<file path="src/rtl/dense_layer_seq.sv">
// rtl/dense_layer_seq.sv - one fully connected layer with ReLU, one 8x8 MAC lane
// Neuron sequencing: MAC issue, DRAIN, WRITE, with the accumulate stage one cycle behind issue.
module dense_layer_seq #(
  parameter int IN_SIZE  = 16,
  parameter int OUT_SIZE = 8,
  parameter int ACC_W    = 24,
  parameter int SHIFT    = 0,
  localparam int IA_W    = $clog2(IN_SIZE),
  localparam int WA_W    = $clog2(IN_SIZE * OUT_SIZE),
  localparam int OA_W    = (OUT_SIZE > 1) ? $clog2(OUT_SIZE) : 1
) (
  input  logic              clk,
  input  logic              rst_n,
  input  logic              start,
  output logic              busy,
  output logic              done,
  output logic [IA_W-1:0]   in_addr,
  input  logic signed [7:0] in_data,
  output logic [WA_W-1:0]   w_addr,
  input  logic signed [7:0] w_data,
  output logic [OA_W-1:0]   b_addr,
  input  logic signed [7:0] b_data,
  output logic              out_we,
  output logic [OA_W-1:0]   out_addr,
  output logic [7:0]        out_data
);

  typedef enum logic [2:0] {S_IDLE, S_MAC, S_DRAIN, S_WRITE, S_DONE} state_t;

  localparam logic [IA_W-1:0] J_LAST = IA_W'(IN_SIZE - 1);
  localparam logic [OA_W-1:0] O_LAST = OA_W'(OUT_SIZE - 1);

  state_t                   r_state;
  logic [OA_W-1:0]          r_o;
  logic [IA_W-1:0]          r_j;
  logic [WA_W-1:0]          r_w_addr;
  logic signed [ACC_W-1:0]  r_acc;
  logic                     r_acc_valid;
  logic                     r_acc_first;
  logic                     r_busy;
  logic                     r_done;
  logic                     r_out_we;
  logic [OA_W-1:0]          r_out_addr;
  logic [7:0]               r_out_data;

  logic signed [15:0]       w_prod;
  logic signed [ACC_W-1:0]  w_prod_ext;
  logic signed [ACC_W-1:0]  w_bias_ext;
  logic signed [ACC_W-1:0]  w_acc_next;
  logic signed [ACC_W-1:0]  w_shift;
  logic [7:0]               w_sat;

  assign w_prod     = in_data * w_data;
  assign w_prod_ext = {{(ACC_W-16){w_prod[15]}}, w_prod};
  assign w_bias_ext = {{(ACC_W-8){b_data[7]}}, b_data};

  // The first term loads bias+product so a stale accumulator never leaks into the next neuron.
  always_comb begin
    w_acc_next = r_acc;
    if (r_acc_valid) begin
      if (r_acc_first) w_acc_next = w_bias_ext + w_prod_ext;
      else             w_acc_next = r_acc + w_prod_ext;
    end
  end

  assign w_shift = w_acc_next >>> SHIFT;

  always_comb begin
    w_sat = {1'b0, w_shift[6:0]};
    if (w_shift[ACC_W-1])          w_sat = 8'd0;
    else if (|w_shift[ACC_W-2:7])  w_sat = 8'd127;
  end

  always_ff @(posedge clk or negedge rst_n) begin
    if (!rst_n) begin
      r_state     <= S_IDLE;
      r_o         <= '0;
      r_j         <= '0;
      r_w_addr    <= '0;
      r_acc       <= '0;
      r_acc_valid <= 1'b0;
      r_acc_first <= 1'b0;
      r_busy      <= 1'b0;
      r_done      <= 1'b0;
      r_out_we    <= 1'b0;
      r_out_addr  <= '0;
      r_out_data  <= '0;
    end else begin
      r_out_we    <= 1'b0;
      r_acc       <= w_acc_next;
      r_acc_valid <= (r_state == S_MAC);
      r_acc_first <= (r_state == S_MAC) && (r_j == '0);
      case (r_state)
        S_IDLE: begin
          if (start) begin
            r_o      <= '0;
            r_j      <= '0;
            r_w_addr <= '0;
            r_busy   <= 1'b1;
            r_state  <= S_MAC;
          end
        end
        S_MAC: begin
          if (r_j == J_LAST) begin
            r_state <= S_DRAIN;
          end else begin
            r_j      <= r_j + IA_W'(1);
            r_w_addr <= r_w_addr + WA_W'(1);
          end
        end
        // The last product lands this cycle, so the result is taken from the next-acc value.
        S_DRAIN: begin
          r_out_we   <= 1'b1;
          r_out_addr <= r_o;
          r_out_data <= w_sat;
          r_state    <= S_WRITE;
        end
        S_WRITE: begin
          if (r_o == O_LAST) begin
            r_busy  <= 1'b0;
            r_done  <= 1'b1;
            r_state <= S_DONE;
          end else begin
            r_o      <= r_o + OA_W'(1);
            r_j      <= '0;
            r_w_addr <= r_w_addr + WA_W'(1);
            r_state  <= S_MAC;
          end
        end
        S_DONE: begin
          r_done  <= 1'b0;
          r_state <= S_IDLE;
        end
        default: r_state <= S_IDLE;
      endcase
    end
  end

  assign busy     = r_busy;
  assign done     = r_done;
  assign in_addr  = r_j;
  assign w_addr   = r_w_addr;
  assign b_addr   = r_o;
  assign out_we   = r_out_we;
  assign out_addr = r_out_addr;
  assign out_data = r_out_data;

endmodule

</file>
<file path="config.mk">
export PLATFORM = sky130hd
export DESIGN_NAME = dense_layer_seq
export DESIGN_NICKNAME = d
export VERILOG_FILES = /design/src/rtl/dense_layer_seq.sv
export SDC_FILE = /design/constraint.sdc
export NUM_CORES = 1
export LEC_CHECK = 0
export ABC_CLOCK_PERIOD_IN_PS = 3100
export BUFFER_PORTS_ARGS = -buffer_cell sky130_fd_sc_hd__buf_2
export CORE_MARGIN = 5
export CORE_UTILIZATION = 40
export CTS_CLUSTER_SIZE = 25
export DETAILED_ROUTE_END_ITERATION = 8
export MAX_ROUTING_LAYER = met4
export PLACE_DENSITY = 0.71
export SLEW_MARGIN = 40
export SYNTH_ARGS = -nofsm -noshare
export SYNTH_HDL_FRONTEND = slang
export SYNTH_SLANG_ARGS = --single-unit
</file>
<file path="constraint.sdc">
create_clock -name clk -period 3.1 [get_ports clk]
set_input_delay 0.31 -clock clk [delete_from_list [all_inputs] [get_ports clk]]
set_output_delay 0.31 -clock clk [all_outputs]
set_load 0.1 [all_outputs]
</file>
==> flow_summary.yaml, run 1 <==
timing:
  hold_ws_ns: 0.00734
  rsz0062_at_grt: "yes"
  skew_ns: 0.0113
  worst_slack_ns: -3.42
  worst_slew_pin_slew_ns: 0.683
  slew_headroom_pct: 54.0
  slew_violations: 0
  hold_viol: 0
  period_share_pct: 210
  fmax_mhz: 153
  fin_crit_ns: 6.52
  setup_viol: 27
placement:
  dp.cells: 1299
  portBuffers: 53
  hpwlAfterDp_mm: 15.5
  gp_congestion: 0.920
  dp_slack_ns: -3.74
worst_setup_path:
  worstSetupPathType: "in2reg"
  slowest_stage: "fa_1"
  cp_max_fo: 7
  cpMostUsedCell: "fa_1"
  critPathLaunchType: "input pin"
  cp.buffers_inverters: 4
  worst_path_dominant_cell_family: "adder cells"
  crit_path_end_kind: "flop"
  slowest_delay_ns: 0.59
  crit_arrival_ns: 6.73
  cp_data_required_time_ns: 3.31
synth:
  syn_nets: 1006
  synth_edf_count: 0
  synth_cell_type_count: 82
  synth_seq_cells: 56
  syn_area_um2: 7360
  seq_area_frac_synth_pct: 19.0
  syn_area_per_cell_um2: 8.68
  ys.flop_type: "dfrtp_1"
  synthCells: 848
  ys_async_sr_fraction_pct: 100
  yosysWarnings: 0
outcome:
  failed_checks: "negative setup slack"
  status: "complete, but fails checks"
global_routing:
  grt_usage_pct: 20.3
  antenna_found_initial: 1
  grt_max_degree: 48
  grt_pass1_wl_mm: 35.9
  first_global_vias: 7606
  grt_overflow: 0
detailed_routing:
  routedWlPerCell_um: 16.3
  first_pass_iters: 5
  dr.first_iter.drc_count: 330
  wl_met3_um: 745
  vias_per_cell: 5.37
  post-route-drc-count: 0
  ant_nets: 0
  vias: 7285
  met1_length_mm: 9.30
  top_layer: "met4"
  wl_met2_mm: 11.7
  wirelength_mm: 22.2
cts:
  root_buffer: "clkbuf_16"
  cts_tree: "built"
  numCtsBuffers: 5
  cts.sinks: 56
  clk_pin_slew_ns: 0.08
  clk_latency_ns: 0.30
  cts_buffer_depth: 2
  htree_levels: 2
floorplanning:
  rows: 49
  io_pins: 55
  fp.dieH_um: 146
  core_um2: 18000
  die_w_um: 146
  die_area_um2: 21200
  floorplan.initialDensity_pct: 40.8
layout:
  area_growth_pct: 52.4
  fin_nets: 1284
  stdcell_count: 1357
  final_common_cell: "buf_4"
  drive_gt1_share_pct: 45.0
  utilization_pct: 62.2
  layout_common_cells: "buf_4 (189), inv_1 (100), nand2_1 (65)"
run:
  cap_viol_max_count: 0
worst_hold_path:
  hold_class: "in2async"
[cells in the mapped netlist (7+ instances only)]
cell | number | area (um2)
a211oi_1 | 7 | 52.6
a21o_1 | 13 | 97.6
a21oi_1 | 38 | 190
a22oi_1 | 10 | 75.1
a31oi_1 | 9 | 56.3
and2_1 | 51 | 319
and3_1 | 7 | 43.8
buf_6 | 10 | 113
dfrtp_1 | 56 | 1400
fa_1 | 57 | 1140
ha_1 | 74 | 926
inv_1 | 113 | 424
mux2i_1 | 8 | 80.1
nand2_1 | 71 | 267
nand2b_1 | 9 | 56.3
nand3_1 | 14 | 70.1
nand4_1 | 12 | 75.1
nor2_1 | 55 | 206
nor2b_1 | 12 | 75.1
nor3_1 | 18 | 90.1
o211ai_1 | 8 | 60.1
o21a_1 | 13 | 97.6
o21ai_0 | 41 | 205
o21ai_1 | 7 | 35.0
xnor2_1 | 31 | 272
xor2_1 | 8 | 70.1
[layer usage]
| metal | GRT usage, % | vias to the layer above |
|---|---|---|
| met5 | - | - |
| met4 | 5.41 | 0 |
| met3 | 2.80 | 36 |
| met2 | 36.0 | 173 |
| met1 | 24.1 | 3600 |
| li1 | - | 3476 |
[cell type report]
type,count,area (um2)
diodes,1,2.50
flip-flops and latches,56,1400
repair buffers,293,2320
clock inverters,2,38.8
well taps,229,287
multi-input cells,657,6610
fillers,1411,6810
clock buffers,6,129
inverters,113,424
[registers in the layout, indices dropped and copies added (netlist names)]
name	cells
out_we	1
r_state	3
r_acc	24
w_addr	7
r_acc_valid	1
r_acc_first	1
in_addr	4
out_addr	3
busy	1
out_data	7
b_addr	3
done	1
[path summary, 6_finish.rpt]
check                       startpoint          end  slack, ns  depth (start not counted)
setup / recovery             w_data[7]  out_data[3]      -3.42                         27
hold / removal                   rst_n    r_acc[18]      0.007                          1
setup reg to reg              r_acc[0]  out_data[3]      -0.39                         14
hold reg to reg            out_addr[0]  out_addr[0]       0.48                          2
max in group asynchronous        rst_n    b_addr[2]       2.48                          2
min in group clk                 start         busy       0.38                          3
[through the flow]
step,TNS (ns),cell area (um2)
finish,-66.66,11200
CTS,-63.50,10700
floorplan,-57.59,7730
global route,-71.81,11200
global placement,-74.06,9530
detailed placement,-74.89,9530
[repair_timing]
| item | 4_1_cts | 5_1_grt |
|---|---|---|
| buffers inserted | 33 | 21 |
| gates resized for setup | 154 | 85 |
| setup endpoints to repair | 28 | 28 |
| pin swaps | 72 | 52 |
| hold buffers | 0 | 0 |
[kinds of logic (layout without fill, tap and decap cells)]
family                     Yosys count  in the layout  synth area share [%]
muxes                               11             11                  1.55
and+or+nand+nor                    279            279                  19.7
xor gates and xnor gates            39             39                  4.64
buffers and inverters              135            414                  8.13
adders and majority gates          131            131                  28.1
AOI/OAI and AO/OA                  196            196                  18.8
other                                1              2                0.0510
DFF                                 56             56                  19.0
Power of run 1 is not shown: default switching activity piles up to over one toggle a cycle in this logic, so the estimate is an artifact.
==> run 2, diff against run 1 <==
--- a/config.mk
+++ b/config.mk
@@ -9,6 +9,7 @@
 export BUFFER_PORTS_ARGS = -buffer_cell sky130_fd_sc_hd__buf_2
 export CORE_MARGIN = 5
 export CORE_UTILIZATION = 40
+export CTS_BUF_LIST = sky130_fd_sc_hd__clkbuf_8
 export CTS_CLUSTER_SIZE = 25
 export DETAILED_ROUTE_END_ITERATION = 8
 export MAX_ROUTING_LAYER = met4
==> flow_summary.yaml, run 2 (synthesis gave the netlist of run 1 again) <==
layout:
  area_growth_pct: 49.4
  layout_common_cells: "buf_4 (192), inv_1 (95), nand2_1 (66)"
  fillCellCount: 1479
  fin_nets: 1274
  final_common_cell: "buf_4"
  stdcell_count: 1346
  final_area_um2: 11000
  top_register: "r_acc"
  largest_reg_flops: 24
  drive_gt1_share_pct: 44.4
  diodes: 0
floorplanning:
  io_pins: 55
  rows: 49
  floorplan.initialDensity_pct: 40.8
  fp.dieH_um: 146
  die_area_um2: 21200
  die_w_um: 146
  core_um2: 18000
placement:
  portBuffers: 53
  dp_slack_ns: -3.74
  place_area_um2: 9530
  dp.cells: 1299
  hpwlAfterDp_mm: 15.5
  gp_congestion: 0.920
detailed_routing:
  post-route-drc-count: 0
  routedWlPerCell_um: 15.8
  wirelength_mm: 21.3
  vias: 7074
  ant_nets: 0
  first_pass_iters: 5
  vias_per_cell: 5.26
  dr.first_iter.drc_count: 268
timing:
  setup_tns_ns: -66.17
  fin_crit_ns: 6.48
  slew_headroom_pct: 53.6
  rsz0062_at_grt: "yes"
  hold_viol: 4
  hold_ws_ns: -0.0138
  period_share_pct: 209
  fmax_mhz: 154
  slew_violations: 0
  skew_ns: 0.0127
  setup_viol: 27
  worst_slew_pin_slew_ns: 0.689
  worst_slack_ns: -3.38
worst_setup_path:
  cp_data_required_time_ns: 3.33
  slowest_delay_ns: 0.52
  critPathLaunchType: "input pin"
  worstSetupPathType: "in2reg"
  cp_max_fo: 7
  slowest_stage: "fa_1"
  crit_arrival_ns: 6.71
  crit_path_end_kind: "flop"
global_routing:
  grt_pass1_wl_mm: 34.9
  first_global_vias: 7438
  grt_usage_pct: 19.7
  antenna_found_initial: 0
  grt_overflow: 0
  grt_max_degree: 48
run:
  cap_viol_max_count: 0
cts:
  numCtsBuffers: 5
  clk_pin_slew_ns: 0.11
  htree_levels: 2
  cts_buffer_depth: 2
  cts_tree: "built"
  cts.sinks: 56
  root_buffer: "clkbuf_8"
  clk_latency_ns: 0.32
worst_hold_path:
  hold_class: "in2async"
outcome:
  failed_checks: "negative hold slack, negative setup slack"
  status: "complete, but fails checks"
run 2: cell types whose count changed in the layout (fill, tap and decap cells not counted), moves of 3 or more:
cell       delta
buf_6         -9
buf_4         +3
clkbuf_16     -5
inv_1         -5
buf_2         -4
inv_2         +6
a21oi_1       +4
clkbuf_8      +5
run 2: worst paths after layout:
check	startpoint	end	slack (ns)	cells after the start
max in group asynchronous	rst_n	r_state[0]	2.49	2
min in group clk	start	busy	0.36	3
setup reg to reg	r_acc[0]	out_data[3]	-0.31	14
setup / recovery	w_data[4]	out_data[3]	-3.38	32
hold reg to reg	w_addr[6]	w_addr[6]	0.49	1
hold / removal	rst_n	r_acc[18]	-0.01	1
run 2: through the flow:
stage,util (%),hold slack (ns)
global route,61.0,0.0196
floorplan,-,0.0144
finish,61.0,-0.0138
detailed placement,52.9,0.363
CTS,58.8,0.00265
global placement,52.9,0.460
run 2: critical path: cells and delay by family:
kind                     cells  cell delay, ns
AO/OA/AOI/OAI               11            1.78
buffers and inverters        6            0.47
AND/OR/NAND/NOR              6            0.95
adder cells (fa/ha/maj)      6            2.53
XOR/XNOR                     2            0.39
multiplexers                 1            0.27
run 2: cell type report:
class / count / area (um2) / area share, %
Clock buffer: 5 / 68.8 / 0.626
Timing Repair Buffer: 283 / 2220 / 20.2
Inverter: 113 / 424 / 3.86
Clock inverter: 3 / 42.5 / 0.387
Sequential cell: 56 / 1400 / 12.7
Tap cell: 229 / 287 / 2.61
Multi-Input combinational cell: 657 / 6550 / 59.5
run 2: per-layer routing:
metal / GRT usage [%] / vias to the layer above / wire length, um / part of all wire [%]
li1: - / 3447 / - / -
met5: - / - / 0 / 0
met3: 2.49 / 46 / 718 / 3.4
met1: 23.9 / 3425 / 9030 / 42
met4: 5.18 / 0 / 473 / 2.2
met2: 34.8 / 156 / 11100 / 52
run 2: what timing repair did:
item                                   CTS  global route
gates resized for setup                150            81
endpoints found under the hold margin    0             0
pin swaps                               61            51
buffers inserted                        27            14
hold buffers                             0             0
setup endpoints to repair               28            28
gates cloned                             0             0
Power of run 2 is left out for the same reason.
==> run 3, diff against run 2 <==
--- a/config.mk
+++ b/config.mk
@@ -5,7 +5,7 @@
 export SDC_FILE = /design/constraint.sdc
 export NUM_CORES = 1
 export LEC_CHECK = 0
-export ABC_CLOCK_PERIOD_IN_PS = 3100
+export ABC_CLOCK_PERIOD_IN_PS = 5200
 export BUFFER_PORTS_ARGS = -buffer_cell sky130_fd_sc_hd__buf_2
 export CORE_MARGIN = 5
 export CORE_UTILIZATION = 40
==> constraint.sdc (replaced) <==
create_clock -name clk -period 5.2 [get_ports clk]
set_input_delay 0.52 -clock clk [delete_from_list [all_inputs] [get_ports clk]]
set_output_delay 0.52 -clock clk [all_outputs]
set_load 0.1 [all_outputs]
==> flow_summary.yaml, run 3 (synthesis gave the netlist of run 1 again) <==
outcome:
  status: "complete, but fails checks"
  failed_checks: "negative setup slack"
timing:
  worst_slew_pin_slew_ns: 0.726
  slew_headroom_pct: 51.6
  period_share_pct: 126
  hold_viol: 0
  worst_slack_ns: -1.36
  fmax_mhz: 152
  skew_ns: 0.00856
  fin_crit_ns: 6.56
  rsz0062_at_grt: "yes"
  setup_tns_ns: -16.36
  slew_violations: 0
  setup_viol: 20
  hold_ws_ns: 0.334
worst_setup_path:
  crit_arrival_ns: 6.80
  slowest_stage: "fa_1"
  worstSetupPathType: "in2reg"
  critPathLaunchType: "input pin"
  cp.buffers_inverters: 5
  startpoint: "in_data[2]"
  cpMostUsedCell: "a21oi_4"
  r2r_start: "r_acc[0]"
  worst_path_dominant_cell_family: "adder cells"
  slowest_delay_ns: 0.49
  cp_data_required_time_ns: 5.44
  crit_path_end_kind: "flop"
  cp_max_fo: 7
layout:
  seq_area_um2: 1400
  top_register: "r_acc"
  layout_common_cells: "buf_4 (182), inv_1 (105), nand2_1 (69)"
  fin_nets: 1228
  largest_reg_flops: 24
  fillCellCount: 1502
  multi_input_area_um2: 6200
  final_common_cell: "buf_4"
  drive_gt1_share_pct: 36.8
  diodes: 0
  area_growth_pct: 38.1
  final_area_um2: 10200
  utilization_pct: 56.4
global_routing:
  antenna_found_initial: 0
  grt_usage_pct: 19.1
  first_global_vias: 7024
  grt_max_degree: 57
  grt_pass1_wl_mm: 33.7
  grt_overflow: 0
floorplanning:
  fp.dieH_um: 146
  core_um2: 18000
  floorplan.initialDensity_pct: 40.8
  die_w_um: 146
  rows: 49
  die_area_um2: 21200
  io_pins: 55
worst_hold_path:
  hold_class: "in2async"
placement:
  hpwlAfterDp_mm: 15.5
  gp_congestion: 0.882
  portBuffers: 53
  place_area_um2: 9130
cts:
  numCtsBuffers: 5
  clk_latency_ns: 0.32
  hold_buffers: 0
  htree_levels: 2
  cts.sinks: 56
  root_buffer: "clkbuf_8"
  cts_tree: "built"
  clk_pin_slew_ns: 0.11
  cts_buffer_depth: 2
detailed_routing:
  routedWlPerCell_um: 16.1
  first_pass_iters: 5
  ant_nets: 0
  wirelength_mm: 20.9
  vias_per_cell: 5.41
  vias: 7038
  dr.first_iter.drc_count: 469
  post-route-drc-count: 0
run:
  cap_viol_max_count: 0
[run 3: timing repair]
action | CTS | global route
buffers inserted | 13 | 12
resized for setup | 92 | 62
setup endpoints to repair | 21 | 23
pin swaps | 60 | 49
[run 3: final timing paths]
check	to	slack, ns	depth (start not counted)
max	out_data[6]	-1.36	33
min	w_addr[6]	0.33	2
max reg2reg	out_data[6]	1.72	14
min reg2reg	w_addr[6]	0.49	1
max in group asynchronous	r_acc[18]	4.39	2
min in group clk	w_addr[6]	0.49	1
[run 3: cell type report]
cell class	count	area share, %
multi-input combinational	657	61.0
inverter	113	4.17
tap	229	2.82
timing repair buffer	237	17.3
clock buffer	5	0.677
clock inverter	3	0.209
sequential	56	13.8
[run 3: per-stage QoR]
stage	setup slack, ns	instances
after global placement	-1.65	1269
after CTS	-1.27	1290
after floorplan	-1.30	848
after global routing	-1.67	1300
after detailed placement	-1.82	1269
final	-1.36	1300
[run 3: routing by layer]
metal  up-vias  share of wire (%)  GRT usage (%)
met3        59                5.3           2.40
met4         0                2.1           3.73
met5         -                  0              -
li1       3347                  -              -
met1      3392                 45           26.1
met2       240                 48           30.9
Power of run 3 is left out for the same reason.
